### config.mk
export PLATFORM = sky130hd
export DESIGN_NAME = afifo_rd_stream
export DESIGN_NICKNAME = d
export VERILOG_FILES = /design/src/rtl/afifo_rd_stream.sv
export SDC_FILE = /design/constraint.sdc
export NUM_CORES = 1
export LEC_CHECK = 0
export ABC_AREA = 1
export CORE_UTILIZATION = 54
export CTS_CLUSTER_DIAMETER = 60
export CTS_CLUSTER_SIZE = 16
export DETAILED_ROUTE_END_ITERATION = 10
export PLACE_DENSITY = 0.94
export SLEW_MARGIN = 20
export SYNTH_ARGS = -nofsm -noshare
export SYNTH_HDL_FRONTEND = slang
export SYNTH_SLANG_ARGS = --single-unit
### constraint.sdc
create_clock -name rclk -period 7.1 [get_ports rclk]
set_clock_uncertainty 0.1 [all_clocks]
set_input_delay 1.42 -clock rclk [delete_from_list [all_inputs] [get_ports rclk]]
set_output_delay 1.42 -clock rclk [all_outputs]
set_load 0.01 [all_outputs]
### src/rtl/afifo_rd_stream.sv
// afifo_rd_stream
// Drains the read port of an asynchronous FIFO (read-clock side) into a
// valid/ready stream through a 2-entry in-order skid buffer. The FIFO returns
// read data exactly one cycle after rinc; rinc is only issued when the word
// it requests is guaranteed a buffer slot, so the buffer can never overflow.
//
// Optional feature: define AFIFO_RD_STREAM_CNT_EN to add a 16-bit beat_cnt
// output counting accepted stream beats (wraps at 16'hFFFF).
//
// Ports:
//   rclk        read-domain clock
//   rrst_n      asynchronous active-low reset
//   srst        synchronous active-high soft reset
//   rempty      FIFO empty flag
//   rdata_valid FIFO read data valid (one cycle after rinc)
//   rdata       FIFO read data
//   rinc        FIFO read enable (combinational, depends on m_ready)
//   m_valid     stream valid
//   m_data      stream data (oldest buffered word)
//   m_ready     stream ready
//   beat_cnt    accepted-beat counter (AFIFO_RD_STREAM_CNT_EN only)
//   proto_err   sticky flag: rdata_valid seen without a request in flight
module afifo_rd_stream #(
  parameter int DW = 10
) (
  input  logic          rclk,
  input  logic          rrst_n,
  input  logic          srst,
  input  logic          rempty,
  input  logic          rdata_valid,
  input  logic [DW-1:0] rdata,
  output logic          rinc,
  output logic          m_valid,
  output logic [DW-1:0] m_data,
  input  logic          m_ready,
`ifdef AFIFO_RD_STREAM_CNT_EN
  output logic [15:0]   beat_cnt,
`endif
  output logic          proto_err
);

  typedef enum logic [1:0] {
    EMPTY = 2'd0,
    ONE   = 2'd1,
    TWO   = 2'd2
  } state_t;

  state_t        state_r;
  state_t        state_s;
  logic [DW-1:0] head_r;
  logic [DW-1:0] tail_r;
  logic [DW-1:0] head_s;
  logic [DW-1:0] tail_s;
  logic          inflight_r;
  logic          srst_d_r;
  logic          proto_err_r;
  logic [1:0]    occ;
  logic          pop;
  logic          push;
  logic [2:0]    level_s;

  // Entry count decoded from the buffer state.
  always_comb begin
    occ = 2'd0;
    case (state_r)
      EMPTY:   occ = 2'd0;
      ONE:     occ = 2'd1;
      TWO:     occ = 2'd2;
      default: occ = 2'd0;
    endcase
  end

  assign m_valid   = (occ != 2'd0);
  assign m_data    = head_r;
  assign proto_err = proto_err_r;
  assign pop       = m_valid & m_ready;
  assign push      = rdata_valid & inflight_r;

  // Slots committed after this cycle's pop: a new read is allowed only if at
  // most one is taken, which also rules out push+pop while holding two words.
  assign level_s = {1'b0, occ} + {2'b00, inflight_r} - {2'b00, pop};
  // rrst_n gating keeps rinc low for the whole reset, not just after an edge.
  assign rinc    = rrst_n & ~rempty & ~srst & (level_s <= 3'd1);

  // Next buffer state and data: push appends behind head, pop advances head.
  always_comb begin
    state_s = state_r;
    head_s  = head_r;
    tail_s  = tail_r;
    case (state_r)
      EMPTY: begin
        if (push) begin
          state_s = ONE;
          head_s  = rdata;
        end else begin
          state_s = EMPTY;
        end
      end
      ONE: begin
        if (push && pop) begin
          state_s = ONE;
          head_s  = rdata;
        end else if (push) begin
          state_s = TWO;
          tail_s  = rdata;
        end else if (pop) begin
          state_s = EMPTY;
        end else begin
          state_s = ONE;
        end
      end
      TWO: begin
        if (pop) begin
          state_s = ONE;
          head_s  = tail_r;
        end else begin
          state_s = TWO;
        end
      end
      default: begin
        state_s = EMPTY;
      end
    endcase
  end

  // Buffer, in-flight tracking and sticky protocol error.
  always_ff @(posedge rclk or negedge rrst_n) begin
    if (!rrst_n) begin
      state_r     <= EMPTY;
      head_r      <= {DW{1'b0}};
      tail_r      <= {DW{1'b0}};
      inflight_r  <= 1'b0;
      srst_d_r    <= 1'b0;
      proto_err_r <= 1'b0;
    end else if (srst) begin
      state_r     <= EMPTY;
      head_r      <= {DW{1'b0}};
      tail_r      <= {DW{1'b0}};
      inflight_r  <= 1'b0;
      srst_d_r    <= 1'b1;
      proto_err_r <= 1'b0;
    end else begin
      state_r    <= state_s;
      head_r     <= head_s;
      tail_r     <= tail_s;
      inflight_r <= rinc;
      srst_d_r   <= 1'b0;
      // A late response to a read issued before srst is dropped silently.
      if (rdata_valid && !inflight_r && !srst_d_r) begin
        proto_err_r <= 1'b1;
      end else begin
        proto_err_r <= proto_err_r;
      end
    end
  end

`ifdef AFIFO_RD_STREAM_CNT_EN
  logic [15:0] beat_cnt_r;

  // Accepted-beat counter, wraps naturally at 16 bits.
  always_ff @(posedge rclk or negedge rrst_n) begin
    if (!rrst_n) begin
      beat_cnt_r <= 16'd0;
    end else if (srst) begin
      beat_cnt_r <= 16'd0;
    end else if (pop) begin
      beat_cnt_r <= beat_cnt_r + 16'd1;
    end else begin
      beat_cnt_r <= beat_cnt_r;
    end
  end

  assign beat_cnt = beat_cnt_r;
`endif

endmodule
==> results.toml, run 1 <==
[outcome]
status = "complete, no violations"

[timing]
slew_headroom = 0.470
fin_crit_sh = 0.732
max_freq_mhz = 192
whs_ns = 0.401
final-setup-viol-count = 0
min_period_ns = 5.20
hold_viol_final = 0
report.final.slew_viol_count = 0
max_slew.worst_pin.slew_ns = 0.795
rsz0062_at_grt = "false"
layout_setup_ws_ns = 1.90
tns_ns = 0

[hold_path]
worstHoldPathCells = 2
hold_class = "register to register"

[setup_path]
crit_path_max_fanout = 4
slowest_delay_ns = 0.57
critPathRequiredTime_ns = 5.58
path_class = "primary input to output pin"
worstSetupEndpointType = "output pin"
arrival_ns = 3.68
reg2regPathDepth = 9
cp-start-kind = "primary input"
path_buf_inv = 4
crit_top_cell = "ha_1"
cp_top_family = "buffers and inverters"
crit_cells = 9
worstPathCellList = "clkdlybuf4s50_1 > nand2_1 > inv_1 > ha_1 > inv_1 > ha_1 > ha_1 > a211oi_1 > clkdlybuf4s50_1"
cp_slowest_cell = "clkdlybuf4s50_1"

[placed_design]
numPortBuffers = 28
gp_congestion = 0.865
placed_area_mm2 = 0.00168
post-place-ws_ns = 1.91
hpwl_mm = 2.24

[final_layout]
n_fill_cell = 175
antenna_cells = 0
final_cell_area_mm2 = 0.00171
drive_above_1_share = 0.0603
most-common-layout-cells = "48 x nand2_1, 28 x clkdlybuf4s50_1, 25 x dfrtp_1"
mostFrequentLayoutCell = "nand2_1"
syn2layout_area_growth_pct = 23.7
final_nets = 226

[cts]
cts_hold_buf = 0
clk_latency_ns = 0.33
ctsLongestPathBuffers = 2
cts-buffers-inserted = 3
ctsResizeCount = 0
cts_setup_buffers = 0
path_clk_slew_ns = 0.13
cts_root_buf = "clkbuf_4"
htree_levels = 1
cts_tree = "built"
numClockSinks = 25

[drt]
post_drt_via_cell_ratio = 5.35
vias = 1214
wl_per_cell_um = 13.2
first_pass_iters = 5
route.detailed.drc = 0
drt_wl_total_mm = 2.99
drt-initial-drc-count = 33
ant_nets = 0

[yosys]
netlist_area_mm2 = 0.00139
synthCells = 171
synth.distinct_cells = 21
yosysTopAreaCellShare = 0.452
ys_seq_area_frac = 0.452
synth_top_area_cell = "dfrtp_1"
syn_area_per_cell_um2 = 8.10
ys_ff_latch = 25
syn_nets = 197
netlist_top_cells_area = "dfrtp_1 45%, nand2_1 13%, ha_1 9.0%, nand3_1 6.9%, inv_1 5.1%"
ys_warn_count = 0

[power]
pwr-share-comb = 0.157
pwr-share-clk = 0.257
switching_share = 0.263
leakagePower_uw = 0.000884
p_sw_uw = 66.4
p_int_uw = 186
ir_drop_mv = 0.129
seqPwrFrac = 0.586
p_per_area_mw_per_mm2 = 148

[global_route]
grt_pass1_vias = 1234
grt-ovfl-total = 0
grt_max_degree = 28
grt_pass1_wl_mm = 5.12
track_usage = 0.257
antenna_found_initial = 0

[floorplanning]
io_pins = 29
die_h_um = 52.6
core_area_mm2 = 0.00232
die_x_um = 52.6
row_count = 17
initial_core_util = 0.597
fp.dieArea_mm2 = 0.00277

[job]
drv.max_cap_violation_count = 0
==> cell type report <==
type	count	area, um^2	area share
multi-input cells	120	656	0.383
flip-flops and latches	25	626	0.365
repair buffers	29	288	0.168
inverters	21	78.8	0.0460
well taps	28	35.0	0.0205
clock buffers	3	22.5	0.0131
clock inverters	1	7.51	0.00438
==> worst min-delay path: stages, from the launching register on <==
cell,delay (ns)
dfrtp_1,0.36
o21ai_1,0.07
nand2_1,0.05
==> state kept, by name, summed over array words and instances, names as in the netlist <==
name and count:
srst_d_r 1, inflight_r 1, proto_err 1, m_data 10, tail_r 10, state_r 2
==> cells in the mapped netlist <==
cell      count
inv_1        19
nand3b_1      1
o21a_1        1
a211oi_1      2
a21oi_1       4
nor2_4        2
nand3_4       1
buf_2         5
nor2_1        5
nand2_1      48
o21ai_1      13
a22oi_1       1
o21ai_0       7
inv_2         2
dfrtp_1      25
xor2_1        1
nor3_1        2
nand3_1      19
nor3b_1       1
ha_1         10
nand2_2       2
==> logic make-up after synthesis <==
kind of cell               count (synthesis)  synth area share
and+or+nand+nor                           81             0.268
AOI/OAI and AO/OA                         28             0.108
buffers and inverters                     26            0.0750
DFF                                       25             0.452
adders and majority gates                 10            0.0903
xor gates and xnor gates                   1           0.00632
==> path summary, 6_finish.rpt <==
check | from | end | slack [ns]
max reg2reg | state_r[0] | inflight_r | 4.82
min | m_data[7] | m_data[7] | 0.40
min reg2reg | m_data[7] | m_data[7] | 0.40
min in group asynchronous | rrst_n | tail_r[8] | 1.34
max in group asynchronous | rrst_n | m_data[2] | 5.32
max | m_ready | rinc | 1.90
==> routing by layer <==
metal | vias up | GRT usage | share of wire
met5 | - | 0 | 0
met4 | 0 | 0.162 | 0.020
met3 | 7 | 0.0319 | 0.048
met2 | 44 | 0.428 | 0.51
met1 | 559 | 0.310 | 0.42
li1 | 604 | - | -
==> power groups by stage <==
stage	combinational [uW]	clock (uW)	sequential, uW
final	39.8	64.9	148
after global routing	43.8	73.6	149
after CTS	39.8	67.1	148
after detailed placement	39.6	0	151
after global placement	38.1	0	151
after floorplan	15.4	0	152
==> stage by stage <==
| step | power [uW] | std cells | utilization |
|---|---|---|---|
| 6_report | 253 | 227 | 0.739 |
| 5_1_grt | 266 | 227 | 0.739 |
| 4_1_cts | 255 | 227 | 0.739 |
| 3_5_place_dp | 191 | 223 | 0.726 |
| 3_3_place_gp | 189 | 223 | 0.726 |
| 2_1_floorplan | 167 | 171 | - |
Power figures use the tool's default switching activity.
==> inputs of run 2 (changes only) <==
--- a/config.mk
+++ b/config.mk
@@ -6,11 +6,11 @@
 export NUM_CORES = 1
 export LEC_CHECK = 0
 export ABC_AREA = 1
-export CORE_UTILIZATION = 54
+export CORE_UTILIZATION = 45
 export CTS_CLUSTER_DIAMETER = 60
 export CTS_CLUSTER_SIZE = 16
 export DETAILED_ROUTE_END_ITERATION = 10
-export PLACE_DENSITY = 0.94
+export PLACE_DENSITY = 0.85
 export SLEW_MARGIN = 20
 export SYNTH_ARGS = -nofsm -noshare
 export SYNTH_HDL_FRONTEND = slang
==> constraint.sdc (replaced) <==
create_clock -name rclk -period 4.63 [get_ports rclk]
set_clock_uncertainty 0.1 [all_clocks]
set_input_delay 0.926 -clock rclk [delete_from_list [all_inputs] [get_ports rclk]]
set_output_delay 0.926 -clock rclk [all_outputs]
set_load 0.01 [all_outputs]
==> results.toml, run 2 (synthesis results as in run 1) <==
[drt]
drt_wl_total_mm = 2.85
wl_per_cell_um = 12.3
post_drt_via_cell_ratio = 5.20
ant_nets = 0
route.detailed.drc = 0
vias = 1202
drt-initial-drc-count = 40
first_pass_iters = 4

[floorplanning]
core_area_mm2 = 0.00283
io_pins = 29
initial_core_util = 0.490
row_count = 19
fp.dieArea_mm2 = 0.00330
die_h_um = 57.5
die_x_um = 57.5

[global_route]
grt_max_degree = 28
grt_pass1_vias = 1133
grt-ovfl-total = 0
grt_pass1_wl_mm = 4.98
antenna_found_initial = 0
track_usage = 0.195

[placed_design]
gp_congestion = 0.802
numPortBuffers = 28
hpwl_mm = 2.00

[power]
ir_drop_mv = 0.184
finalPower_uw = 392
p_per_area_mw_per_mm2 = 227
leakagePower_uw = 0.000890

[timing]
min_period_ns = 4.18
hold_viol_final = 0
tns_ns = 0
final-setup-viol-count = 0
rsz0062_at_grt = "false"
max_slew.worst_pin.slew_ns = 0.373
max_freq_mhz = 239
fin_crit_sh = 0.903
report.final.slew_viol_count = 0
whs_ns = 0.397
slew_headroom = 0.751

[cts]
cts_setup_buffers = 0
cts_root_buf = "clkbuf_4"
ctsLongestPathBuffers = 2
cts_tree = "built"
htree_levels = 1
path_clk_slew_ns = 0.15
cts-buffers-inserted = 3
ctsResizeCount = 0
cts_hold_buf = 0
clk_latency_ns = 0.33
numClockSinks = 25

[setup_path]
reg2reg_slack_ns = 2.41
path_class = "primary input to output pin"
regToRegEndpoint = "inflight_r"
cp-start-kind = "primary input"
crit_path_max_fanout = 4
arrival_ns = 3.16
worstSetupEndpointType = "output pin"
reg2reg_from = "state_r[0]"
critPathRequiredTime_ns = 3.60
reg2regPathDepth = 9

[outcome]
status = "complete, no violations"

[final_layout]
antenna_cells = 0
most-common-layout-cells = "48 x nand2_1, 28 x clkdlybuf4s50_1, 25 x dfrtp_1"
drive_above_1_share = 0.0650
syn2layout_area_growth_pct = 24.5
final_nets = 227
n_fill_cell = 249
mostFrequentLayoutCell = "nand2_1"

[hold_path]
hold_class = "register to register"
hp-start = "m_data[7]"
worstHoldPathCells = 2
whs_endpoint = "m_data[7]"

[job]
drv.max_cap_violation_count = 0
run 2: how the worst max path moves through the flow:
stage	cells after the start	endpoint	start	slack, ns
3_3_place_gp	9	rinc	m_ready	0.52
5_1_grt	9	rinc	m_ready	0.33
6_report	9	rinc	m_ready	0.45
3_5_place_dp	9	rinc	m_ready	0.46
4_1_cts	9	rinc	m_ready	0.45
2_1_floorplan	7	rinc	m_ready	1.43
run 2: area by class of cell:
class,count,area [um^2],area share
inverters,21,78.8,0.0457
multi-input cells,120,656,0.380
clock buffers,3,22.5,0.0131
repair buffers,30,295,0.171
flip-flops and latches,25,626,0.363
well taps,31,38.8,0.0225
clock inverters,1,7.51,0.00435
run 2: where the power goes:
part	switching (uW)	total [uW]	internal, uW
Combinational	31.9	60.8	28.9
Sequential	3.24	227	224
Clock	70.5	104	33.1
run 2: worst max-delay path, cell delays in order:
cell and delay, ns:
clkdlybuf4s50_1 0.43, nand2_1 0.13, inv_1 0.08, ha_1 0.27, inv_1 0.04, ha_1 0.17, ha_1 0.30, a211oi_1 0.23
clkdlybuf4s50_1 0.57
run 2: routing by layer:
metal,routed length [um],vias up,share of wire,track usage
met3,146,2,0.051,0.0454
met1,1360,562,0.48,0.267
li1,-,610,-,-
met2,1330,28,0.47,0.316
met5,0,-,0,0
met4,12,0,0.0042,0.0418
run 2: per-stage QoR:
stage               area [um^2]  instances  utilization  worst slack [ns]
floorplan                  1390        171            -              1.43
global route               1720        231        0.609             0.329
detailed placement         1690        227        0.599             0.455
finish                     1720        231        0.609             0.449
CTS                        1720        231        0.609             0.450
global placement           1690        227        0.599             0.525
==> inputs of run 3 (changes only) <==
--- a/config.mk
+++ b/config.mk
@@ -6,6 +6,7 @@
 export NUM_CORES = 1
 export LEC_CHECK = 0
 export ABC_AREA = 1
+export CAP_MARGIN = 20
 export CORE_UTILIZATION = 45
 export CTS_CLUSTER_DIAMETER = 60
 export CTS_CLUSTER_SIZE = 16
==> results of run 3 <==
No change in the layout: final DEF, timing and power equal those of run 2.
